[src/rtl/pixel_stream_source_pkg.sv]
// Shared types and constants for the raster pixel source and its skid FIFO.
package pixel_stream_source_pkg;

  localparam int unsigned PIX_DATA_WIDTH = 8;

  // Grayscale pixel at the default width
  typedef logic [PIX_DATA_WIDTH-1:0] pixel_t;

  // Frame-sequencer states
  localparam int unsigned ST_W     = 2;
  localparam logic [ST_W-1:0] ST_IDLE  = 2'd0;
  localparam logic [ST_W-1:0] ST_FETCH = 2'd1;
  localparam logic [ST_W-1:0] ST_DRAIN = 2'd2;
  localparam logic [ST_W-1:0] ST_DONE  = 2'd3;

  // Position markers carried alongside each pixel
  typedef struct packed {
    logic sof;
    logic eol;
    logic eof;
  } marker_t;

  localparam int unsigned MARKER_W = $bits(marker_t);

  // Counter width able to index 0..v-1, never narrower than one bit
  function automatic int unsigned clog2_min1(input int unsigned v);
    return (v > 1) ? $clog2(v) : 1;
  endfunction

endpackage

[src/rtl/pixel_skid_fifo.sv]
// Two-entry FIFO holding fetched pixels with their markers.
module pixel_skid_fifo #(
  parameter int unsigned WIDTH = 11
) (
  input  logic             clk,
  input  logic             rst,
  input  logic             push_i,
  input  logic [WIDTH-1:0] wdata_i,
  input  logic             pop_i,
  output logic [WIDTH-1:0] rdata_o,
  output logic [1:0]       count_o,
  output logic             full_o,
  output logic             empty_o
);

  logic [WIDTH-1:0] mem_q [2];
  logic             wr_ptr_q, wr_ptr_d;
  logic             rd_ptr_q, rd_ptr_d;
  logic [1:0]       count_q, count_d;
  logic             push_ok;
  logic             pop_ok;

  assign full_o  = (count_q == 2'd2);
  assign empty_o = (count_q == 2'd0);
  assign count_o = count_q;
  assign rdata_o = mem_q[rd_ptr_q];

  // Pointer and occupancy update; a push into a full FIFO is only legal with a pop
  always_comb begin
    push_ok  = push_i && (!full_o || pop_i);
    pop_ok   = pop_i && !empty_o;
    wr_ptr_d = push_ok ? ~wr_ptr_q : wr_ptr_q;
    rd_ptr_d = pop_ok  ? ~rd_ptr_q : rd_ptr_q;
    count_d  = count_q + 2'(push_ok) - 2'(pop_ok);
  end

  // Storage and pointer registers
  always_ff @(posedge clk or posedge rst) begin
    if (rst) begin
      mem_q[0] <= '0;
      mem_q[1] <= '0;
      wr_ptr_q <= 1'b0;
      rd_ptr_q <= 1'b0;
      count_q  <= 2'd0;
    end else begin
      if (push_ok) begin
        mem_q[wr_ptr_q] <= wdata_i;
      end
      wr_ptr_q <= wr_ptr_d;
      rd_ptr_q <= rd_ptr_d;
      count_q  <= count_d;
    end
  end

endmodule

[src/rtl/pixel_stream_source.sv]
// Raster-scan frame reader: fetches a stored frame from synchronous memory and
// streams it pixel by pixel over a rdy/ready handshake with frame/line markers.
module pixel_stream_source
  import pixel_stream_source_pkg::*;
#(
  parameter int unsigned DATA_WIDTH = PIX_DATA_WIDTH,
  parameter int unsigned IMG_WIDTH  = 640,
  parameter int unsigned IMG_HEIGHT = 480,
  parameter int unsigned ADDR_WIDTH = 19
) (
  input  logic                  clk,
  input  logic                  rst,
  input  logic                  start,
  output logic                  mem_en,
  output logic [ADDR_WIDTH-1:0] mem_addr,
  input  logic [DATA_WIDTH-1:0] mem_rdata,
  input  logic                  ready,
  output logic                  rdy,
  output logic [DATA_WIDTH-1:0] new_pixel,
  output logic                  sof,
  output logic                  eol,
  output logic                  eof,
  output logic                  busy,
  output logic                  done
);

  localparam int unsigned NUM_PIX = IMG_WIDTH * IMG_HEIGHT;
  localparam int unsigned COL_W   = clog2_min1(IMG_WIDTH);
  localparam int unsigned ROW_W   = clog2_min1(IMG_HEIGHT);
  localparam int unsigned CNT_W   = clog2_min1(NUM_PIX + 1);
  localparam int unsigned ENTRY_W = DATA_WIDTH + MARKER_W;

  // Sequencer and fetch-side state
  logic [ST_W-1:0]       state_q, state_d;
  logic [COL_W-1:0]      col_q, col_d;
  logic [ROW_W-1:0]      row_q, row_d;
  logic [CNT_W-1:0]      fetch_cnt_q, fetch_cnt_d;
  logic [ADDR_WIDTH-1:0] addr_q, addr_d;
  marker_t               tag_q, tag_d;
  logic                  rvalid_q;
  logic                  eof_seen_q, eof_seen_d;
  logic                  busy_q, busy_d;
  logic                  done_q, done_d;

  // FIFO interface
  logic               fifo_push;
  logic               fifo_pop;
  logic [ENTRY_W-1:0] fifo_wdata;
  logic [ENTRY_W-1:0] fifo_rdata;
  logic [1:0]         fifo_count;
  logic               fifo_full;
  logic               fifo_empty;

  // Flow-control helpers
  marker_t    head_mk;
  marker_t    issue_mk;
  logic       issue;
  logic       room;
  logic [2:0] occ;
  logic [1:0] cnt_after;

  pixel_skid_fifo #(
    .WIDTH (ENTRY_W)
  ) u_fifo (
    .clk     (clk),
    .rst     (rst),
    .push_i  (fifo_push),
    .wdata_i (fifo_wdata),
    .pop_i   (fifo_pop),
    .rdata_o (fifo_rdata),
    .count_o (fifo_count),
    .full_o  (fifo_full),
    .empty_o (fifo_empty)
  );

  // Returning read data lands in the FIFO with the markers captured at issue
  assign fifo_push  = rvalid_q;
  assign fifo_wdata = {tag_q, mem_rdata};

  // Output side is driven purely by FIFO registers, so rdy never sees ready
  assign rdy       = ~fifo_empty;
  assign fifo_pop  = rdy & ready;
  assign head_mk   = marker_t'(fifo_rdata[ENTRY_W-1 -: MARKER_W]);
  assign new_pixel = fifo_rdata[DATA_WIDTH-1:0];
  assign sof       = head_mk.sof;
  assign eol       = head_mk.eol;
  assign eof       = head_mk.eof;

  assign mem_en   = issue;
  assign mem_addr = addr_q;
  assign busy     = busy_q;
  assign done     = done_q;

  // Markers for the pixel addressed by the fetch counters
  always_comb begin
    issue_mk     = '0;
    issue_mk.sof = (col_q == '0) && (row_q == '0);
    issue_mk.eol = (col_q == COL_W'(IMG_WIDTH - 1));
    issue_mk.eof = issue_mk.eol && (row_q == ROW_W'(IMG_HEIGHT - 1));
  end

  // A read may issue only if its data is guaranteed a FIFO slot whatever ready does next
  always_comb begin
    occ       = 3'(fifo_count) + 3'(rvalid_q);
    room      = (occ < (3'd2 + 3'(fifo_pop))) && !(fifo_full && !fifo_pop);
    cnt_after = fifo_count + 2'(rvalid_q) - 2'(fifo_pop);
  end

  // Next-state logic: frame sequencing, read issue and fetch counters
  always_comb begin
    state_d     = state_q;
    col_d       = col_q;
    row_d       = row_q;
    fetch_cnt_d = fetch_cnt_q;
    addr_d      = addr_q;
    tag_d       = tag_q;
    eof_seen_d  = eof_seen_q | (fifo_pop & head_mk.eof);
    issue       = 1'b0;

    case (state_q)
      ST_IDLE: begin
        if (start) begin
          state_d     = ST_FETCH;
          col_d       = '0;
          row_d       = '0;
          fetch_cnt_d = '0;
          addr_d      = '0;
          eof_seen_d  = 1'b0;
        end
      end

      ST_FETCH: begin
        issue = (fetch_cnt_q < CNT_W'(NUM_PIX)) && room;
        if (issue) begin
          tag_d       = issue_mk;
          addr_d      = addr_q + ADDR_WIDTH'(1);
          fetch_cnt_d = fetch_cnt_q + CNT_W'(1);
          if (issue_mk.eol) begin
            col_d = '0;
            row_d = row_q + ROW_W'(1);
          end else begin
            col_d = col_q + COL_W'(1);
          end
          if (fetch_cnt_q == CNT_W'(NUM_PIX - 1)) begin
            state_d = ST_DRAIN;
          end
        end
      end

      ST_DRAIN: begin
        if (eof_seen_d && (cnt_after == 2'd0)) begin
          state_d = ST_DONE;
        end
      end

      ST_DONE: begin
        state_d = ST_IDLE;
      end

      default: begin
        state_d = ST_IDLE;
      end
    endcase

    busy_d = (state_d == ST_FETCH) || (state_d == ST_DRAIN);
    done_d = (state_d == ST_DONE);
  end

  // State and fetch-side registers; reset also discards any read in flight
  always_ff @(posedge clk or posedge rst) begin
    if (rst) begin
      state_q     <= ST_IDLE;
      col_q       <= '0;
      row_q       <= '0;
      fetch_cnt_q <= '0;
      addr_q      <= '0;
      tag_q       <= '0;
      rvalid_q    <= 1'b0;
      eof_seen_q  <= 1'b0;
      busy_q      <= 1'b0;
      done_q      <= 1'b0;
    end else begin
      state_q     <= state_d;
      col_q       <= col_d;
      row_q       <= row_d;
      fetch_cnt_q <= fetch_cnt_d;
      addr_q      <= addr_d;
      tag_q       <= tag_d;
      rvalid_q    <= issue;
      eof_seen_q  <= eof_seen_d;
      busy_q      <= busy_d;
      done_q      <= done_d;
    end
  end

endmodule

[config.mk]
export PLATFORM = sky130hd
export DESIGN_NAME = pixel_stream_source
export DESIGN_NICKNAME = d
export VERILOG_FILES = /design/src/rtl/pixel_stream_source_pkg.sv /design/src/rtl/pixel_skid_fifo.sv /design/src/rtl/pixel_stream_source.sv
export SDC_FILE = /design/constraint.sdc
export NUM_CORES = 1
export LEC_CHECK = 0
export ABC_AREA = 1
export BUFFER_PORTS_ARGS = -buffer_cell sky130_fd_sc_hd__buf_4
export CAP_MARGIN = 40
export CORE_MARGIN = 5
export CORE_UTILIZATION = 60
export CTS_BUF_LIST = sky130_fd_sc_hd__clkbuf_16
export CTS_CLUSTER_DIAMETER = 200
export DETAILED_ROUTE_END_ITERATION = 8
export PLACE_DENSITY_LB_ADDON = 0.15
export SYNTH_ARGS = -nofsm -noshare
export SYNTH_HDL_FRONTEND = slang
export SYNTH_HIERARCHICAL = 1
export SYNTH_SLANG_ARGS = --single-unit
export TNS_END_PERCENT = 50
[constraint.sdc]
create_clock -name clk -period 6.8 [get_ports clk]
set_clock_uncertainty 0.15 [all_clocks]
set_input_delay 1.36 -clock clk [delete_from_list [all_inputs] [get_ports clk]]
set_output_delay 1.36 -clock clk [all_outputs]
set_load 0.02 [all_outputs]
# Word level (Yosys, flattened, before mapping)
# Cells that the tools add are included.
# classes
add_sub_neg	10
order_cmp	5
n_eq_ne	13
n_mux	27
n_bitwise	8
reduce_logical	24
# ops
cell	n
$pmux 19 s2	2
$mux 19	3
$mux 11	4
$add 19x1->19 const B	2
$mux 10	3
$mux 9	3
$bwmux 22	1
$pmux 10 s2	1
$eq 19x19->1 const B	1
$lt 19x19->1 const B	1
$pmux 9 s2	1
$demux 11 s1	1
$add 10x1->10 const B	1
$eq 10x10->1 const B	1
$eq 2x2->1 const B	5
$logic_not 10->1	1
$add 9x1->9 const B	1
$eq 9x9->1 const B	1
$logic_and 1x1->1	9
$logic_not 9->1	1
$mux 2	4
$pmux 2 s4	1
$logic_not 2->1	3
$ne 2x2->1 const B	3
other kinds (19)	33
# totals
reg_bits	92
input_bits	12
out_inout_bits	34

# Depth between registers and ports, before layout
# Gate-level depths: netlist of run 1.
# logic_depth
depth_word	12
mapped_depth	13
ltp_nobuf	13

# Hierarchy
# The synthesis of run 1 kept the hierarchy.
# by_module_without_submodules
module	n_inst	cells_each	area_per_inst_um2	seq_area_each_um2
pixel_stream_source	1	592	4125.2	1651.6
pixel_skid_fifo	1	161	1298.7	650.6

# Least setup slack after synthesis of run 1
# OpenSTA, ideal clock, no wires.
# synth_path
path_kind	input port to output port
from	in ready
to	out mem_en
arrival_time_ns	2.009
required_ns	5.290
slack_ns	3.281
stages	6
n_path_buf	0
path_cell_list	nand2_1 > nand2_1 > nand3_1 > nor2_2 > nand2_4 > clkinv_1
# synth_via
elab_chain_len	7
elab_cells_between_ends	9
classes_between	add/sub: 1; order compare: 1; mux: 1; bitwise: 1; reduce/logical: 5
# synth_lines
element	line_no	source
from (decl)	pixel_stream_source.sv:17	input logic ready,
$and 1x1->1 (*)	pixel_stream_source.sv:82	assign fifo_pop = rdy & ready;
parallel branches: the longest is 3 deep, another holds $add 2x1->3	--	
$logic_and 1x1->1 (*)	pixel_stream_source.sv:105	room = (occ < (3'd2 + 3'(fifo_pop))) && !(fifo_full && !fifo_pop);
$logic_and 1x1->1 (*)	pixel_stream_source.sv:133	issue = (fetch_cnt_q < CNT_W'(NUM_PIX)) && room;
$mux 1 (*)	pixel_stream_source.sv:120	case (state_q)
to (decl)	pixel_stream_source.sv:14	output logic mem_en,
# Every way passes the cells marked *.

# Worst setup path after layout of run 1
# layout_path
from	reg rvalid_q, in the netlist fifo_push
to	out mem_en
# layout_via
elab_chain_len	5
# layout_lines
element	line_no	source
from (decl)	pixel_stream_source.sv:40	logic rvalid_q;
from (signal assigned)	pixel_stream_source.sv:189	rvalid_q <= issue;
$add 2x1->3	pixel_stream_source.sv:104	occ = 3'(fifo_count) + 3'(rvalid_q);
$lt 3x3->1	pixel_stream_source.sv:105	
$logic_and 1x1->1	pixel_stream_source.sv:105	
$logic_and 1x1->1	pixel_stream_source.sv:133	
$mux 1	pixel_stream_source.sv:120	
# No other way between the ends.

==> flow_summary.json, run 1 <==
{
  "status": "complete, no violations",
  "crit_type": "reg -> out",
  "cts-root-buf": "clkbuf_16",
  "place_congestion": 0.880,
  "whs_ns": 0.323,
  "arrival_ns": 2.58,
  "synthCells": 753,
  "hold_path_startpoint": "u_fifo/mem_q[18]",
  "io_pins": 46,
  "synthTopCellsByCount": "291 x nand2_1, 96 x nor2_1, 92 x dfrtp_1",
  "maxCapViolCount": 0,
  "synth.avg_cell_area_um2": 7.20,
  "power.leakage_nw": 3.16,
  "grt_first_pass_wirelength_um": 21000,
  "core_um2": 8760,
  "stdcell_count": 899,
  "die_w_um": 105,
  "min_path_cells": 2,
  "dp.final_hpwl_um": 8190,
  "drive_gt1_frac": 0.101,
  "slew_violations": 0,
  "synth_seq_cells": 92,
  "grt_max_degree": 67,
  "rows": 34,
  "cp-end-kind": "output port",
  "clkLatencyLatePin_ns": 0.33,
  "cts-resized-gates": 0,
  "worstMarginPinSlew_ns": 0.904,
  "rsz0062_at_grt": "no",
  "peakVddDrop_v": 0.000138,
  "yosys.area.top_type": "dfrtp_1",
  "layout_worst_path_cycle_share": 0.602,
  "cts_num_sinks": 92,
  "hold_viol": 0,
  "cts_buffer_depth": 2,
  "yosysTopAreaCellShare": 0.424,
  "postRouteAntennaNets": 0,
  "vias": 4866,
  "slew-limit-headroom": 0.398,
  "die_height_um": 105,
  "async_flop_share": 1.00,
  "cts_buffers": 9,
  "first_pass_iters": 4,
  "whs_endpoint": "u_fifo/mem_q[18]",
  "yosysSeqAreaShare": 0.424,
  "r2r-start": "fifo_push",
  "antenna_cells": 0,
  "initial_core_util": 0.619,
  "nFillCells": 765,
  "ff2ff_setup_slack_ns": 3.44,
  "synthFlopType": "dfrtp_1",
  "clk_pin_slew_ns": 0.06,
  "wl_um": 12000,
  "reg2regPathDepth": 10,
  "drtIter0Drc": 212,
  "h-tree-depth": 3,
  "antenna_found_initial": 0,
  "syn-cell-area_um2": 5420,
  "critical_path_required_ns": 5.29,
  "cts_tree": "built",
  "synth.area.top_cells": "dfrtp_1 42%, nand2_1 20%, nor2_1 6.6%",
  "layout_min_cycle_time_ns": 4.09,
  "areaGrowthSynthToFinish_pct": 13.7,
  "viasPerCell": 5.41,
  "grtUsageTotal": 0.223,
  "synth-edff-count": 0,
  "synth.most_common_cell": "nand2_1",
  "postCtsHoldBufs": 0,
  "grt_pass1_vias": 4640,
  "drc": 0,
  "grt_overflow": 0,
  "die-area_um2": 11000,
  "finalSetupViolCount": 0,
  "port_buffers": 45,
  "synth_fp_nets": 777,
  "p_per_area_nw_per_um2": 185,
  "fmax_mhz": 244,
  "postCtsSetupRepairBufs": 0,
  "nNetsFinal": 810,
  "wire_per_inst_um": 13.4,
  "synth_warnings": 6,
  "tns_ns": 0,
  "critPathMaxFanout": 27,
  "synth_cell_type_count": 30,
  "cp-start-kind": "flip-flop",
  "worstReg2RegEnd": "mem_addr[14]",
  "dpl.cell_count": 883,
  "hp-class": "reg -> reg"
}
## cell families after synthesis
group	share of synthesized area
compound gates	0.0314
xor+xnor	0.0549
fa+ha+maj	0.0277
buf+inv	0.0653
flops	0.424
simple gates	0.396
## through the flow
stage	instance area (um^2)	utilization	worst slack [ns]	total power, W
after floorplan	5420	-	3.28	0.000566
after global placement	5750	0.656	2.87	0.000575
after detailed placement	5820	0.664	2.84	0.000578
after CTS	6160	0.703	2.74	0.00115
after global routing	6160	0.703	2.57	0.00118
final	6160	0.703	2.71	0.00114
## state kept, by name, indices dropped and copies added, names as in the netlist
register,flops
fifo_wdata,3
row_q,9
fifo_push,1
mem_addr,19
col_q,10
done,1
fetch_cnt_q,19
busy,1
u_fifo/mem_q,22
u_fifo/rd_ptr_q,1
eof_seen_q,1
u_fifo/wr_ptr_q,1
u_fifo/count_o,2
state_q,2
## layout make-up
cell class	instances	area, um^2	area share
Timing Repair Buffer	49	415	0.0674
Sequential cell	92	2300	0.373
Multi-Input combinational cell	582	2770	0.449
Tap cell	108	135	0.0219
Inverter	52	195	0.0317
Clock inverter	7	124	0.0201
Clock buffer	9	225	0.0365
## cell usage in the layout (no fill, tap or decap), drive strengths merged, types with 4 or more instances in the layout
cell type | netlist | final
nor2 | 98 | 98
nor3 | 4 | 4
xor2 | 30 | 30
nand4 | 33 | 33
dfrtp | 92 | 92
o21ai | 26 | 26
clkbuf | 8 | 9
nand2 | 296 | 296
nand3 | 61 | 61
buf | 19 | 49
ha | 12 | 12
inv | 51 | 52
nor3b | 4 | 4
xnor2 | 4 | 4
## worst max-delay path, stage by stage, from the launching register on
cell and delay [ns]:
dfrtp_1 0.93, ha_1 0.28, ha_1 0.23, nand2_1 0.07, nand2_1 0.05, nor2_2 0.16, nand2_4 0.10, clkinv_1 0.23
buf_4 0.19
## layer usage
metal / GRT usage / up-vias / share of wire
li1: - / 2455 / -
met1: 0.296 / 2299 / 0.46
met2: 0.379 / 101 / 0.48
met3: 0.0345 / 11 / 0.042
met4: 0.0621 / 0 / 0.012
met5: 0 / - / 0
## power by group
group          total [W]  leakage, nW  switching (W)  internal, W
clock           0.000576        0.166       0.000214     0.000362
sequential      0.000547         1.21              0     0.000547
combinational  0.0000202         1.79      0.0000133   0.00000699
## how the worst max path moves through the flow
stage               from     end  slack [ns]
2_1_floorplan      ready  mem_en        3.28
3_3_place_gp       ready  mem_en        2.87
3_5_place_dp       ready  mem_en        2.84
4_1_cts        fifo_push  mem_en        2.74
5_1_grt        fifo_push  mem_en        2.57
6_report       fifo_push  mem_en        2.71
Note: power is estimated with default switching activity, not from simulation.
==> run 2: changes to the inputs <==
- clock period: 6.8 -> 4.05 ns (I/O delays scaled with it)
==> run 2 against run 1 <==
Combinational power up 61%. Sequential share of layout area up 0.55 points. Highest routed layer unchanged. First-iteration DRC count decreased by 5.7%. Setup slack lost 1.9 ns. Design area fell by 1.5%. Worst hold slack lost 0.0079 ns. Global-route usage is 0.23 points higher.
==> flow_summary.json, run 2 (synthesized netlist as in run 1, its figures left out) <==
{
  "antenna_cells": 0,
  "die-area_um2": 11000,
  "drive_gt1_frac": 0.0960,
  "grtUsageTotal": 0.225,
  "layout_commonest_cell": "nand2_1",
  "wire_per_inst_um": 13.4,
  "postCtsSetupRepairBufs": 0,
  "cts-root-buf": "clkbuf_16",
  "nFillCells": 777,
  "grt_overflow": 0,
  "cp-end-kind": "output port",
  "fin_ws_ns": 0.843,
  "cts_buffers": 9,
  "nNetsFinal": 812,
  "h-tree-depth": 3,
  "initial_core_util": 0.619,
  "p_int_w": 0.00133,
  "rsz0062_at_grt": "no",
  "p_per_area_nw_per_um2": 277,
  "multiInputGateArea_um2": 2770,
  "io_pins": 46,
  "layout_worst_path_cycle_share": 0.792,
  "power_w": 0.00168,
  "clk_pin_slew_ns": 0.06,
  "postCtsHoldBufs": 0,
  "dp.final_hpwl_um": 8470,
  "critPathMaxFanout": 27,
  "peakVddDrop_v": 0.000184,
  "hold_viol": 0,
  "die_height_um": 105,
  "cts_buffer_depth": 2,
  "clkLatencyLatePin_ns": 0.33,
  "vias": 4936,
  "hp-class": "in -> async",
  "crit_type": "reg -> out",
  "slew-limit-headroom": 0.513,
  "fmax_mhz": 312,
  "final_cell_mix": "291 x nand2_1, 96 x nor2_1, 92 x dfrtp_1",
  "critical_path_required_ns": 3.09,
  "r2r-start": "fifo_push",
  "seqCellArea_um2": 2300,
  "wl_um": 12000,
  "p_clk_frac": 0.434,
  "reg2regPathDepth": 10,
  "arrival_ns": 2.25,
  "viasPerCell": 5.48,
  "rows": 34,
  "postRouteAntennaNets": 0,
  "grt_pass1_vias": 4798,
  "largest_reg_flops": 22,
  "p_switching_w": 0.000349,
  "tns_ns": 0,
  "slew_violations": 0,
  "place_ws_ns": 1.18,
  "areaGrowthSynthToFinish_pct": 12.0,
  "crit_start": "fifo_push",
  "cp-start-kind": "flip-flop",
  "first_pass_iters": 7,
  "whs_ns": 0.315,
  "status": "complete, no violations",
  "finalSetupViolCount": 0,
  "antenna_found_initial": 0,
  "layout_min_cycle_time_ns": 3.21,
  "p_seq_frac": 0.547,
  "drc": 0,
  "cts_tree": "built",
  "place_congestion": 0.899,
  "grt_max_degree": 49,
  "drtIter0Drc": 200,
  "top_register": "u_fifo/mem_q",
  "ff2ff_setup_slack_ns": 1.40,
  "switching_share": 0.207,
  "grt_first_pass_wirelength_um": 21300,
  "die_w_um": 105,
  "combPwrFrac": 0.019,
  "worstMarginPinSlew_ns": 0.729,
  "power.leakage_nw": 3.14,
  "worstReg2RegEnd": "fetch_cnt_q[18]",
  "core_um2": 8760,
  "cts-resized-gates": 0,
  "maxCapViolCount": 0,
  "port_buffers": 45,
  "cts_num_sinks": 92
}
## run 2: how the worst max path moves through the flow
| stage | depth (start not counted) | endpoint | slack (ns) |
|---|---|---|---|
| floorplan | 1 | busy | 1.44 |
| global placement | 8 | mem_en | 1.22 |
| detailed placement | 8 | mem_en | 1.18 |
| CTS | 9 | mem_en | 0.85 |
| global route | 9 | mem_en | 0.70 |
| finish | 9 | mem_en | 0.84 |
## run 2: metal layers
layer / share of wire / GRT usage / wire (um)
met1: 0.44 / 0.288 / 5260
met2: 0.50 / 0.398 / 6010
met5: 0 / 0 / 0
met4: 0.015 / 0.0658 / 176
met3: 0.047 / 0.0296 / 570
## run 2: stage by stage
stage          std cells  utilization  cell area [um^2]
5_1_grt              900        0.693              6070
4_1_cts              900        0.693              6070
6_report             900        0.693              6070
3_3_place_gp         882        0.657              5760
3_5_place_dp         885        0.664              5820
2_1_floorplan        753            -              5420
## run 2: final cells by class
type,instances,area share
tap,108,0.0222
multi-input combinational,582,0.456
inverter,52,0.0321
sequential,92,0.379
timing repair buffer,51,0.0696
clock buffer,9,0.0371
clock inverter,6,0.00433
## run 2: worst max-delay path, cell delays in order (launching register included)
cell	delay (ns)
dfrtp_1	0.36
buf_4	0.22
ha_1	0.23
ha_1	0.27
nand2_1	0.05
nand2_1	0.07
nor2_2	0.06
nand2_4	0.09
clkinv_1	0.29
buf_4	0.28
## run 2: power by group through the flow
stage	Clock [W]	Sequential [W]	Combinational [W]
2_1_floorplan	0	0.000936	0.0000136
3_3_place_gp	0	0.000936	0.0000295
3_5_place_dp	0	0.000936	0.0000341
4_1_cts	0.000741	0.000919	0.0000342
5_1_grt	0.000782	0.000918	0.0000378
6_report	0.000728	0.000919	0.0000326
